`config.mk`:
```
export PLATFORM = sky130hd
export DESIGN_NAME = seq_multiplier
export DESIGN_NICKNAME = d
export VERILOG_FILES = /design/src/rtl/mult_pkg.sv /design/src/rtl/mult_step.sv /design/src/rtl/seq_multiplier.sv
export SDC_FILE = /design/constraint.sdc
export NUM_CORES = 1
export LEC_CHECK = 0
export BUFFER_PORTS_ARGS = -buffer_cell sky130_fd_sc_hd__buf_2
export CAP_MARGIN = 20
export CELL_PAD_IN_SITES_DETAIL_PLACEMENT = 0
export CELL_PAD_IN_SITES_GLOBAL_PLACEMENT = 1
export CORE_MARGIN = 4
export CORE_UTILIZATION = 25
export CTS_BUF_LIST = sky130_fd_sc_hd__clkbuf_4
export CTS_CLUSTER_DIAMETER = 100
export DETAILED_ROUTE_END_ITERATION = 7
export HOLD_SLACK_MARGIN = 0.05
export MAX_ROUTING_LAYER = met4
export PLACE_DENSITY = 0.55
export SLEW_MARGIN = 20
export SYNTH_ARGS = -nofsm -noshare
export SYNTH_HDL_FRONTEND = slang
export SYNTH_HIERARCHICAL = 1
export SYNTH_SLANG_ARGS = --single-unit
```
`constraint.sdc`:
```
create_clock -name clk -period 8.6 [get_ports clk]
set_clock_uncertainty 0.1 [all_clocks]
set_input_delay 1.29 -clock clk [delete_from_list [all_inputs] [get_ports clk]]
set_output_delay 1.29 -clock clk [all_outputs]
set_load 0.03 [all_outputs]
```
`src/rtl/mult_pkg.sv`:
```
// Shared types and sizing helpers for the sequential shift-add multiplier.
package mult_pkg;

  typedef enum logic [1:0] {
    ST_IDLE = 2'd0,
    ST_CALC = 2'd1,
    ST_DONE = 2'd2
  } state_e;

  // Width of the iteration counter for a multiplier of yw bits.
  function automatic int cnt_width(input int yw);
    return $clog2(yw + 1);
  endfunction

endpackage

```
`src/rtl/mult_step.sv`:
```
// One shift-add iteration: conditionally adds (or, for the signed MSB, subtracts)
// the extended multiplicand shifted by the current bit index.
module mult_step #(
  parameter int XW = 3,
  parameter int YW = 2,
  parameter int CW = 2
) (
  input  logic [XW+YW-1:0] acc,
  input  logic [XW-1:0]    x,
  input  logic             y_bit,
  input  logic [CW-1:0]    idx,
  input  logic             sgn,
  output logic [XW+YW-1:0] acc_nxt
);

  localparam int PW = XW + YW;

  logic [PW-1:0] x_ext;
  logic [PW-1:0] addend;
  logic          last_bit;

  // The multiplier MSB carries negative weight in two's complement, hence the subtract.
  always_comb begin
    x_ext    = sgn ? {{YW{x[XW-1]}}, x} : {{YW{1'b0}}, x};
    addend   = x_ext << idx;
    last_bit = (idx == CW'(YW - 1));
    if (!y_bit) begin
      acc_nxt = acc;
    end else if (sgn && last_bit) begin
      acc_nxt = acc - addend;
    end else begin
      acc_nxt = acc + addend;
    end
  end

endmodule

```
`src/rtl/seq_multiplier.sv`:
```
// Sequential multiplier: one multiplier bit per cycle, fixed YW-cycle compute,
// valid/ready handshakes on both sides.
module seq_multiplier
  import mult_pkg::*;
#(
  parameter int XW        = 3,
  parameter int YW        = 2,
  parameter int SIGNED_EN = 0
) (
  input  logic             clk,
  input  logic             rst_n,
  input  logic             in_valid,
  output logic             in_ready,
  input  logic [XW-1:0]    x,
  input  logic [YW-1:0]    y,
  input  logic             sgn,
  output logic             out_valid,
  input  logic             out_ready,
  output logic [XW+YW-1:0] q,
  output logic             busy
);

  localparam int PW = XW + YW;
  localparam int CW = cnt_width(YW);

  state_e          state_q, state_d;
  logic [XW-1:0]   x_q, x_d;
  logic [YW-1:0]   y_q, y_d;
  logic            sgn_q, sgn_d;
  logic [PW-1:0]   acc_q, acc_d;
  logic [CW-1:0]   cnt_q, cnt_d;
  logic            in_ready_q, in_ready_d;
  logic            out_valid_q, out_valid_d;
  logic            busy_q, busy_d;
  logic [PW-1:0]   q_q, q_d;

  logic            accept;
  logic            drain;
  logic            calc_last;
  logic [YW-1:0]   y_shift;
  logic [PW-1:0]   step_acc;

  assign accept    = in_valid && in_ready_q;
  assign drain     = out_valid_q && out_ready;
  assign calc_last = (cnt_q == CW'(YW - 1));
  assign y_shift   = y_q >> cnt_q;

  mult_step #(
    .XW (XW),
    .YW (YW),
    .CW (CW)
  ) u_step (
    .acc     (acc_q),
    .x       (x_q),
    .y_bit   (y_shift[0]),
    .idx     (cnt_q),
    .sgn     (sgn_q),
    .acc_nxt (step_acc)
  );

  always_ff @(posedge clk) begin
    if (!rst_n) begin
      state_q     <= ST_IDLE;
      x_q         <= '0;
      y_q         <= '0;
      sgn_q       <= 1'b0;
      acc_q       <= '0;
      cnt_q       <= '0;
      in_ready_q  <= 1'b1;
      out_valid_q <= 1'b0;
      busy_q      <= 1'b0;
      q_q         <= '0;
    end else begin
      state_q     <= state_d;
      x_q         <= x_d;
      y_q         <= y_d;
      sgn_q       <= sgn_d;
      acc_q       <= acc_d;
      cnt_q       <= cnt_d;
      in_ready_q  <= in_ready_d;
      out_valid_q <= out_valid_d;
      busy_q      <= busy_d;
      q_q         <= q_d;
    end
  end

  always_comb begin
    state_d = state_q;
    case (state_q)
      ST_IDLE: state_d = accept    ? ST_CALC : ST_IDLE;
      ST_CALC: state_d = calc_last ? ST_DONE : ST_CALC;
      ST_DONE: state_d = drain     ? ST_IDLE : ST_DONE;
      default: state_d = ST_IDLE;
    endcase
  end

  // Operands are captured only on accept; the counter runs only while calculating.
  always_comb begin
    x_d   = x_q;
    y_d   = y_q;
    sgn_d = sgn_q;
    acc_d = acc_q;
    cnt_d = cnt_q;
    if (state_q == ST_IDLE && accept) begin
      x_d   = x;
      y_d   = y;
      sgn_d = sgn && (SIGNED_EN != 0);
      acc_d = '0;
      cnt_d = '0;
    end else if (state_q == ST_CALC) begin
      acc_d = step_acc;
      cnt_d = cnt_q + CW'(1);
    end else begin
      acc_d = acc_q;
    end
  end

  // Outputs are registered from the next state so they line up with state_q.
  always_comb begin
    in_ready_d  = (state_d == ST_IDLE);
    out_valid_d = (state_d == ST_DONE);
    busy_d      = (state_d != ST_IDLE);
    if (state_d == ST_DONE) begin
      q_d = acc_d;
    end else begin
      q_d = '0;
    end
  end

  assign in_ready  = in_ready_q;
  assign out_valid = out_valid_q;
  assign busy      = busy_q;
  assign q         = q_q;

endmodule

```
==> results by group, run 1 <==
Min path
  – Worst Hold End: y_q[1]
  – WHS Path Cells: 2
  – HP Class: reg2reg
  – Beginning of the worst hold path: y_q[1]

Clock tree
  – Cts bufs inserted: 3
  – TritonCTS clock tree: built
  – Post_cts resized: 0
  – CTS H-tree depth: 1
  – Sink Count: 22
  – Root buf cell: clkbuf_4
  – # Post-CTS Setup Buffers: 0
  – Clock buffer depth: 2
  – Clk pin slew, worst setup/hold paths: 0.12 ns
  – # hold bufs at CTS: 0
  – Clock latency on the worst-skew pair: 0.30 ns

Die
  – Die Y: 83 um
  – Ports: 18
  – Die area: 6890 sq um
  – Initial Util: 25.7%
  – Die width: 83 um
  – Rows: 27
  – Core Area: 5470 sq um

Yosys
  – Synth unique cells: 44
  – Largest area contributor in the netlist: dfxtp_1
  – Synth top area cells: dfxtp_1 31%, ha_1 5.3%, nor2_1 5.1%
  – Yosys reg bits: 22
  – Predominant post-synthesis flop cell: dfxtp_1
  – Syn Area/Cell: 9.38 sq um
  – Netlist Area Pre-Place: about 1400 sq um
  – Seq/Total Area, Yosys: between 30% and 40%
  – EDFF count, synth: 0
  – Share of the synthesized area in the top cell type: 31.3%
  – Async SR Flop Fraction: 0%
  – Yosys warns: 6
  – Syn Inst Count: 150

Global routing
  – Total gr overflow: 0
  – Initial antenna violation count: 0
  – Largest net degree at the start of global routing: 21
  – Total GRT Usage: 9.18%
  – First-pass GRT wire length: 5200 um
  – Vias in the first global route: 1133

Outcome
  – Outcome: finished, final reports clean

Power and ir drop
  – Final Power: around 260 uW
  – Cell Pwr Density: approximately 170 nW/um^2
  – Leak: between 0.6 and 0.7 nW
  – Max rail drop VDD: 0.0596 mV

Detailed routing
  – Antenna Nets Post-Route: 0
  – WL met3: 61 um
  – DR vias/cell: 4.49
  – DRT Pass-1 Iters: 4
  – Highest routed metal layer: met4
  – Wire per inst: 12.1 um
  – # DRC: 0
  – Met1 wire length: around 1400 um
  – Final WL: 2890 um
  – Met2 Wirelength: between 1000 and 1500 um
  – Initial drt markers: 36
  – Vias post-DR: 1074

Timing
  – Fin. Hold Viols: 0
  – Final worst path period share: 41.3%
  – Fin crit period: 3.55 ns
  – Worst Max-Slew Pin Slew: 0.653 ns
  – RSZ-0062 raised after global routing: false
  – Peak Freq: ~0.28 GHz
  – Pins Over Slew Limit: 0
  – Slew margin rel.: 56.3%
  – Setup TNS: 0 ns
  – Setup violators final: 0

Setup path
  – R2R setup slack: 5.05 ns
  – Data required time of the critical path: about 8.7 ns
  – Worst setup SP type: flip-flop
  – Crit-path cells: nor2b_1 > a21oi_1 > or2_2 > ha_1 > nor2_1 > xor2_1 > ha_1 > a21o_1 > a21oi_1 > xnor2_1 > mux2_2 > o2111ai_1 > and3b_1 > a211oi_1 > nor3_1
  – Critical path arrival: between 3 and 4 ns
  – Slowest CP cell: dfxtp_1
  – Worst R2R End: q[4]
  – Critical Path Max Stage Delay: about 0.46 ns
  – R2r worst-path depth: 15
  – Worst-path fanout max: 10
  – RR Startpoint: cnt_q[0]
  – Crit end category: flip-flop
  – Crit path kind: reg2reg

Final layout
  – Most frequent cells in the layout: 22 x dfxtp_1, 19 x nor2_1, 16 x buf_2
  – Layout area overhead: 11.3%
  – Final net count: between 150 and 200
  – FF/Latch Area: 440 sq um
  – Diode count: 0
  – Share of layout cells above drive strength 1: 22.8%
  – Most common cell after layout, fill and taps aside: dfxtp_1
  – Fillers: 608
  – Area of the multi-input gates: around 890 sq um

Placed design
  – Routability congestion estimate: 0.721
  – Port Buf Inserts: 16
  – Post-DP HPWL: ~2300 um

Flow run
  – Maxcap violations: 0
==> through the flow <==
| step | hold WS (ns) | util [%] | setup slack [ns] | instance area, sq um | instances |
|---|---|---|---|---|---|
| final | 0.411 | 28.6 | 5.05 | 1570 | 239 |
| after global routing | 0.456 | 28.6 | 4.71 | 1570 | 239 |
| after CTS | 0.426 | 28.6 | 5.01 | 1570 | 239 |
| after detailed placement | 0.395 | 28.1 | 5.06 | 1540 | 235 |
| after global placement | 0.377 | 28.1 | 5.13 | 1540 | 235 |
| after floorplan | 0.360 | - | 5.47 | 1420 | 154 |
==> power by group <==
part           switching [mW]  internal, mW  total (mW)
registers              0.0118         0.109       0.120
logic                  0.0483        0.0473      0.0956
clock network          0.0308        0.0169      0.0478
==> cell type report <==
class,count,share of cell area (%)
multi-input cells,114,56.7
flip-flops and latches,22,28.1
well taps,72,5.76
repair buffers,16,5.12
inverters,11,2.64
clock buffers,3,1.44
clock inverters,1,0.240
==> worst max-delay path: cells and delay by family (launching register included) <==
kind | cells | cell delay (ns)
AND/OR/NAND/NOR | 5 | 0.98
AO/OA/AOI/OAI | 5 | 0.84
adder cells (fa/ha/maj) | 2 | 0.52
flip-flops | 1 | 0.46
XOR/XNOR | 2 | 0.29
multiplexers | 1 | 0.25
==> flip-flops by register name (all words and copies together) (netlist names) <==
name and cells:
y_q 2, x_q 3, q 5, busy 1, acc_q 5, state_q 2
in_ready 1, out_valid 1, cnt_q 2
==> per-layer routing <==
layer / vias up / global-route usage, %
li1: 550 / -
met1: 507 / 11.0
met2: 15 / 15.5
met3: 2 / 2.08
met4: 0 / 2.23
met5: - / -
==> logic make-up after synthesis <==
kind of cell | Yosys count | share of synthesized area, %
flops | 22 | 31.3
other cells | 1 | 0.267
fa+ha+maj | 7 | 6.76
mux | 11 | 8.45
buf+inv | 18 | 6.67
compound gates | 28 | 16.6
simple gates | 58 | 26.8
xor+xnor | 5 | 3.11
==> worst max-delay path by stage <==
stage	slack [ns]	end	startpoint
global placement	5.13	q[4]	cnt_q[0]
floorplan	5.47	q[4]	cnt_q[0]
detailed placement	5.06	q[4]	cnt_q[0]
global route	4.71	q[4]	cnt_q[0]
CTS	5.01	q[4]	cnt_q[0]
finish	5.05	q[4]	cnt_q[0]
==> Yosys cell counts (2+ instances only) <==
library cell and instances:
nor2_1 19, o21bai_1 2, dfxtp_1 22, xnor2_1 4, ha_1 6, o2111ai_1 2
and3b_1 6, nor3b_1 2, nor2b_1 3, mux2i_1 7, a211oi_2 4, buf_6 3
inv_1 11, a31oi_1 2, buf_2 3, a211oi_1 3, nand3b_1 2, mux2_2 3
nor3_1 5, and2_1 5, nand2_1 5, a21o_1 3, a21oi_1 4, o21ai_0 2
or2_2 2, a21oi_2 2
No activity file was read; power rests on OpenSTA's default activity.
==> inputs of run 2 (changes only) <==
Settings changed: ABC_AREA from default to 1, PLACE_DENSITY 0.55 to 0.58.
Clock period 8.6 ns to 3.5 ns, I/O delays scaled along.
==> results by group, run 2 <==
Setup path
  – Worst-path fanout max: 11
  – Crit path kind: reg2reg
  – Critical path arrival: 3.14 ns
  – Worst setup SP type: flip-flop
  – Critical Path Max Stage Delay: roughly 0.44 ns
  – Slowest CP cell: dfxtp_1
  – Crit-path cells: nor2_1 > inv_1 > nor2_1 > inv_1 > ha_1 > inv_1 > o21ai_0 > fa_1 > inv_1 > nand2_1 > nand2_1 > inv_1 > nand2_1 > nand2_2 > inv_1 > nand2_1 > nand2_1 > nand3_1 > nand2_1 > inv_1 > nand2_1 > nand3_2 > nor2_2
  – Crit end category: flip-flop
  – Data required time of the critical path: 3.64 ns
  – R2r worst-path depth: 23

Clock tree
  – Clock latency on the worst-skew pair: 0.30 ns
  – # Post-CTS Setup Buffers: 0
  – Root buf cell: clkbuf_4
  – Cts bufs inserted: 3
  – # hold bufs at CTS: 0
  – CTS H-tree depth: 1
  – Post_cts resized: 0
  – Clock buffer depth: 2
  – Clk pin slew, worst setup/hold paths: 0.12 ns
  – Sink Count: 22
  – TritonCTS clock tree: built

Detailed routing
  – DRT Pass-1 Iters: 4
  – Antenna Nets Post-Route: 0
  – Wire per inst: 8.82 um
  – Final WL: 2650 um
  – DR vias/cell: 3.87
  – # DRC: 0
  – Initial drt markers: 42
  – Vias post-DR: 1166

Yosys
  – Largest area contributor in the netlist: dfxtp_1
  – Proportion of synthesized area in mux cells: 0%
  – Seq/Total Area, Yosys: a little under a third
  – Netlist Area Pre-Place: between 1000 and 1500 sq um
  – Share of the synthesized area in the top cell type: 31.4%
  – Predominant post-synthesis flop cell: dfxtp_1
  – Yosys reg bits: 22
  – Synth top area cells: dfxtp_1 31%, nand2_1 14%, inv_1 11%
  – Most common cell in the synthesized netlist: nand2_1
  – Synth Area in Compound Gates: 8.11%
  – Main combinational cell family by area after synthesis: simple AND/OR/NAND/NOR gates
  – Synth Area in Simple Gates: 37.1%
  – Syn Inst Count: between 200 and 250
  – Yosys warns: 6
  – Async SR Flop Fraction: 0%
  – Synth unique cells: 25
  – Post-Synth XOR/XNOR Area: 2.50%
  – Synth cell count leaders: 51 x nand2_1, 40 x inv_1, 25 x nor2_1, 22 x dfxtp_1, 14 x o21ai_0
  – EDFF count, synth: 0
  – Syn Area/Cell: 6.68 sq um
  – Post-Synth Adder-Cell Area: 6.77%

Die
  – Die area: 6880 sq um
  – Initial Util: 25.7%
  – Die width: 82.9 um
  – Rows: 27
  – Core Area: 5470 sq um
  – Ports: 18
  – Die Y: 82.9 um

Timing
  – Fin. Hold Viols: 0
  – Setup violators final: 0
  – Pins Over Slew Limit: 0
  – Setup TNS: 0 ns
  – Slack of the critical path: 0.507 ns
  – RSZ-0062 raised after global routing: false
  – Fin crit period: 2.99 ns
  – Peak Freq: around 0.33 GHz
  – Final worst path period share: 85.5%

Global routing
  – Total GRT Usage: around 8.4%
  – Initial antenna violation count: 0
  – Largest net degree at the start of global routing: 14
  – Total gr overflow: 0
  – First-pass GRT wire length: 4780 um
  – Vias in the first global route: roughly 1100

Final layout
  – Layout area overhead: 12.1%
  – Final net count: 247
  – Most common cell after layout, fill and taps aside: nand2_1
  – Most frequent cells in the layout: 51 x nand2_1, 40 x inv_1, 25 x nor2_1
  – Diode count: 0
  – Share of layout cells above drive strength 1: 19.7%

Placed design
  – Port Buf Inserts: 16
  – Post-DP HPWL: between 2000 and 2500 um
  – Routability congestion estimate: 0.756
  – Pre-CTS setup slack: 0.483 ns

Power and ir drop
  – Leak: 0.767 nW
  – Cell Pwr Density: 473 nW/um^2
  – Final Power: 745 uW
  – Max rail drop VDD: about 0.18 mV

Min path
  – WHS Path Cells: 3
  – HP Class: in2reg

Outcome
  – Outcome: finished, final reports clean

Flow run
  – Maxcap violations: 0
run 2: changes by cell type in the layout (fill, tap and decap cells not counted), sizes merged, moves of 4 or more:
cell | previous run | this run
o21ai | 3 | 14
and2 | 5 | 0
nor2b | 4 | 0
inv | 11 | 43
mux2 | 4 | 0
and3b | 6 | 0
nand3 | 1 | 18
nor3 | 5 | 1
a211oi | 7 | 0
nor2 | 19 | 31
mux2i | 7 | 0
nand2 | 5 | 59
run 2: area by class of cell:
type,count,area (sq um)
fill,648,3900
multi-input combinational,144,776
sequential,22,440
inverter,43,161
tap,72,90.1
timing repair buffer,16,80.1
clock buffer,3,22.5
clock inverter,1,3.75
run 2: per-layer routing:
| metal | routed length [um] | vias to the layer above | track usage [%] |
|---|---|---|---|
| met5 | 0 | - | - |
| li1 | - | 665 | - |
| met4 | 26 | 0 | 2.67 |
| met3 | 62 | 2 | 1.49 |
| met1 | 1390 | 485 | 10.9 |
| met2 | 1180 | 14 | 13.1 |
run 2: worst max-delay path: cells and delay by family, from the launching register on:
family          cells  cell delay [ns]
compound gates      1             0.14
buf+inv             7             0.44
flops               1             0.44
simple gates       13             1.14
fa+ha+maj           2             0.67
run 2: kinds of logic (layout without fill, tap and decap cells):
logic type / after synthesis / count (layout)
compound gates: 20 / 20
fa+ha+maj: 7 / 7
flops: 22 / 22
buf+inv: 46 / 63
other cells: 1 / 3
simple gates: 110 / 110
xor+xnor: 4 / 4
run 2: power breakdown:
| part | switching (mW) | internal (mW) | total (mW) | leakage [nW] |
|---|---|---|---|---|
| registers | 0.0204 | 0.273 | 0.293 | 0.180 |
| clock network | 0.0720 | 0.0415 | 0.113 | 0.0154 |
| logic | 0.210 | 0.128 | 0.338 | 0.572 |
run 2: path summary, 6_finish.rpt:
| check | startpoint | to | slack (ns) |
|---|---|---|---|
| worst min-delay path | y[1] | y_q[1] | 0.37 |
| worst min register to register | y_q[1] | y_q[1] | 0.40 |
| worst max-delay path | cnt_q[0] | q[4] | 0.51 |
| worst max register to register | cnt_q[0] | q[4] | 0.51 |
run 2: metrics by stage:
| step | area (sq um) | cells | hold slack, ns | util (%) |
|---|---|---|---|---|
| final | 1570 | 301 | 0.368 | 28.8 |
| after global routing | 1570 | 301 | 0.357 | 28.8 |
| after CTS | 1570 | 301 | 0.356 | 28.8 |
| after detailed placement | 1550 | 297 | 0.378 | 28.3 |
| after global placement | 1550 | 297 | 0.376 | 28.3 |
| after floorplan | 1410 | 212 | 0.349 | - |
==> inputs of run 3 (changes only) <==
Settings changed: CORE_ASPECT_RATIO from default to 1.5.
==> results by group, run 3 (same netlist as run 2, synthesis figures left out) <==
Setup path
  – Crit-path cells: inv_2 > nand2_1 > nand2_1 > nand2_1 > ha_1 > inv_1 > o21ai_0 > fa_1 > inv_1 > nand2_1 > nand2_1 > inv_1 > nand2_1 > nand2_2 > inv_1 > nand2_1 > nand2_1 > nand3_1 > nand2_1 > inv_1 > nand2_1 > nand3_2 > nor2_2
  – Crit path top cell by count: nand2_1
  – CP startpoint: cnt_q[0]
  – Worst path bufs/invs: 6
  – Critical path arrival: 3.16 ns
  – Worst setup SP type: flip-flop
  – Critical Path Max Stage Delay: between 0.5 and 0.6 ns
  – Data required time of the critical path: 3.64 ns
  – Crit end category: flip-flop
  – Crit path to: q[4]
  – R2r worst-path depth: 23
  – Worst R2R End: q[4]
  – Kind of cell adding the most delay to the critical path: simple AND/OR/NAND/NOR gates
  – Slowest CP cell: dfxtp_1
  – R2R setup slack: approximately 0.48 ns
  – CP Depth: 23
  – Worst-path fanout max: 11
  – Crit path kind: reg2reg
  – RR Startpoint: cnt_q[0]

Final layout
  – Final non-filler cell total: 299
  – Share of layout cells above drive strength 1: 20.1%
  – Diode count: 0
  – Final net count: 247
  – Post-route design area: 1600 sq um
  – Layout area overhead: 13.8%
  – Most frequent cells in the layout: 51 x nand2_1, 40 x inv_1, 25 x nor2_1
  – Most common cell after layout, fill and taps aside: nand2_1

Placed design
  – Port Buf Inserts: 16
  – Dpl cells: 295
  – Post-DP HPWL: 2310 um
  – Pre-CTS setup slack: 0.476 ns
  – Routability congestion estimate: 0.781
  – Placed cell area: 1550 sq um

Detailed routing
  – Wire per inst: 9.25 um
  – Final WL: between 2000 and 3000 um
  – Vias post-DR: 1193
  – Initial drt markers: 34
  – DRT Pass-1 Iters: 4
  – DR vias/cell: roughly 4
  – # DRC: 0
  – Antenna Nets Post-Route: 0

Timing
  – Final worst path period share: 86.2%
  – Fin crit period: 3.02 ns
  – Slack of the critical path: 0.483 ns
  – Pins Over Slew Limit: 0
  – Fin. Hold Viols: 0
  – Peak Freq: 0.331 GHz
  – Setup violators final: 0
  – Hold_ws: ~0.36 ns
  – Setup TNS: 0 ns
  – RSZ-0062 raised after global routing: false

Global routing
  – First-pass GRT wire length: 5150 um
  – Vias in the first global route: 1197
  – Total gr overflow: 0
  – Total GRT Usage: 9.27%
  – Largest net degree at the start of global routing: 14
  – Initial antenna violation count: 0

Clock tree
  – Clock buffer depth: 2
  – CTS H-tree depth: 1
  – Clk pin slew, worst setup/hold paths: 0.13 ns
  – Clock latency on the worst-skew pair: between 0.3 and 0.4 ns
  – Post_cts resized: 0
  – Root buf cell: clkbuf_4
  – Cts bufs inserted: 3
  – TritonCTS clock tree: built
  – # Post-CTS Setup Buffers: 0
  – Sink Count: 22
  – # hold bufs at CTS: 0

Die
  – Die Y: approximately 100 um
  – Core Area: 5450 sq um
  – Die area: 6900 sq um
  – Die width: just under 70 um
  – Rows: 33
  – Ports: 18
  – Initial Util: 25.8%

Outcome
  – Outcome: finished, final reports clean

Flow run
  – Maxcap violations: 0

Power and ir drop
  – Max rail drop VDD: 0.219 mV
  – Leak: 0.780 nW
  – Cell Pwr Density: 516 nW/um^2

Min path
  – HP Class: in2reg
[run 3: cell count changes in the layout (fill, tap and decap cells not counted)]
cell	delta
bufinv_16	+1
clkinv_1	-1
[run 3: area by class of cell]
| cell class | instances | area [sq um] |
|---|---|---|
| fill | 649 | 3850 |
| multi-input combinational | 144 | 776 |
| sequential | 22 | 440 |
| inverter | 43 | 161 |
| tap | 70 | 87.6 |
| timing repair buffer | 16 | 80.1 |
| clock inverter | 1 | 30.0 |
| clock buffer | 3 | 22.5 |
[run 3: through the flow]
step / utilization, % / power (mW)
floorplan: - / 0.583
global placement: 28.4 / 0.645
detailed placement: 28.4 / 0.644
CTS: 29.3 / 0.846
global route: 29.3 / 0.917
finish: 29.3 / 0.825
[run 3: worst min path at each step]
stage / start / endpoint / slack [ns] / cells after the start
floorplan: y_q[0] / y_q[0] / 0.35 / 2
detailed placement: y_q[0] / y_q[0] / 0.37 / 2
global route: x[2] / x_q[2] / 0.36 / 3
global placement: y_q[0] / y_q[0] / 0.37 / 2
finish: x[2] / x_q[2] / 0.36 / 3
CTS: x[2] / x_q[2] / 0.34 / 3
[run 3: per-layer routing]
layer,share of wire (%),track usage (%)
met5,0,-
met3,1.1,0.902
met2,54,17.3
met1,43,9.84
met4,1.6,4.06
[run 3: power breakdown]
part / switching (mW) / leakage [nW] / internal (mW)
Combinational: 0.211 / 0.572 / 0.129
Clock: 0.0765 / 0.0279 / 0.116
Sequential: 0.0203 / 0.180 / 0.273
[run 3: tightest hold or removal path, cell delays in order]
cell and delay [ns]:
buf_2 0.07, o21ai_0 0.07, nor2_1 0.07
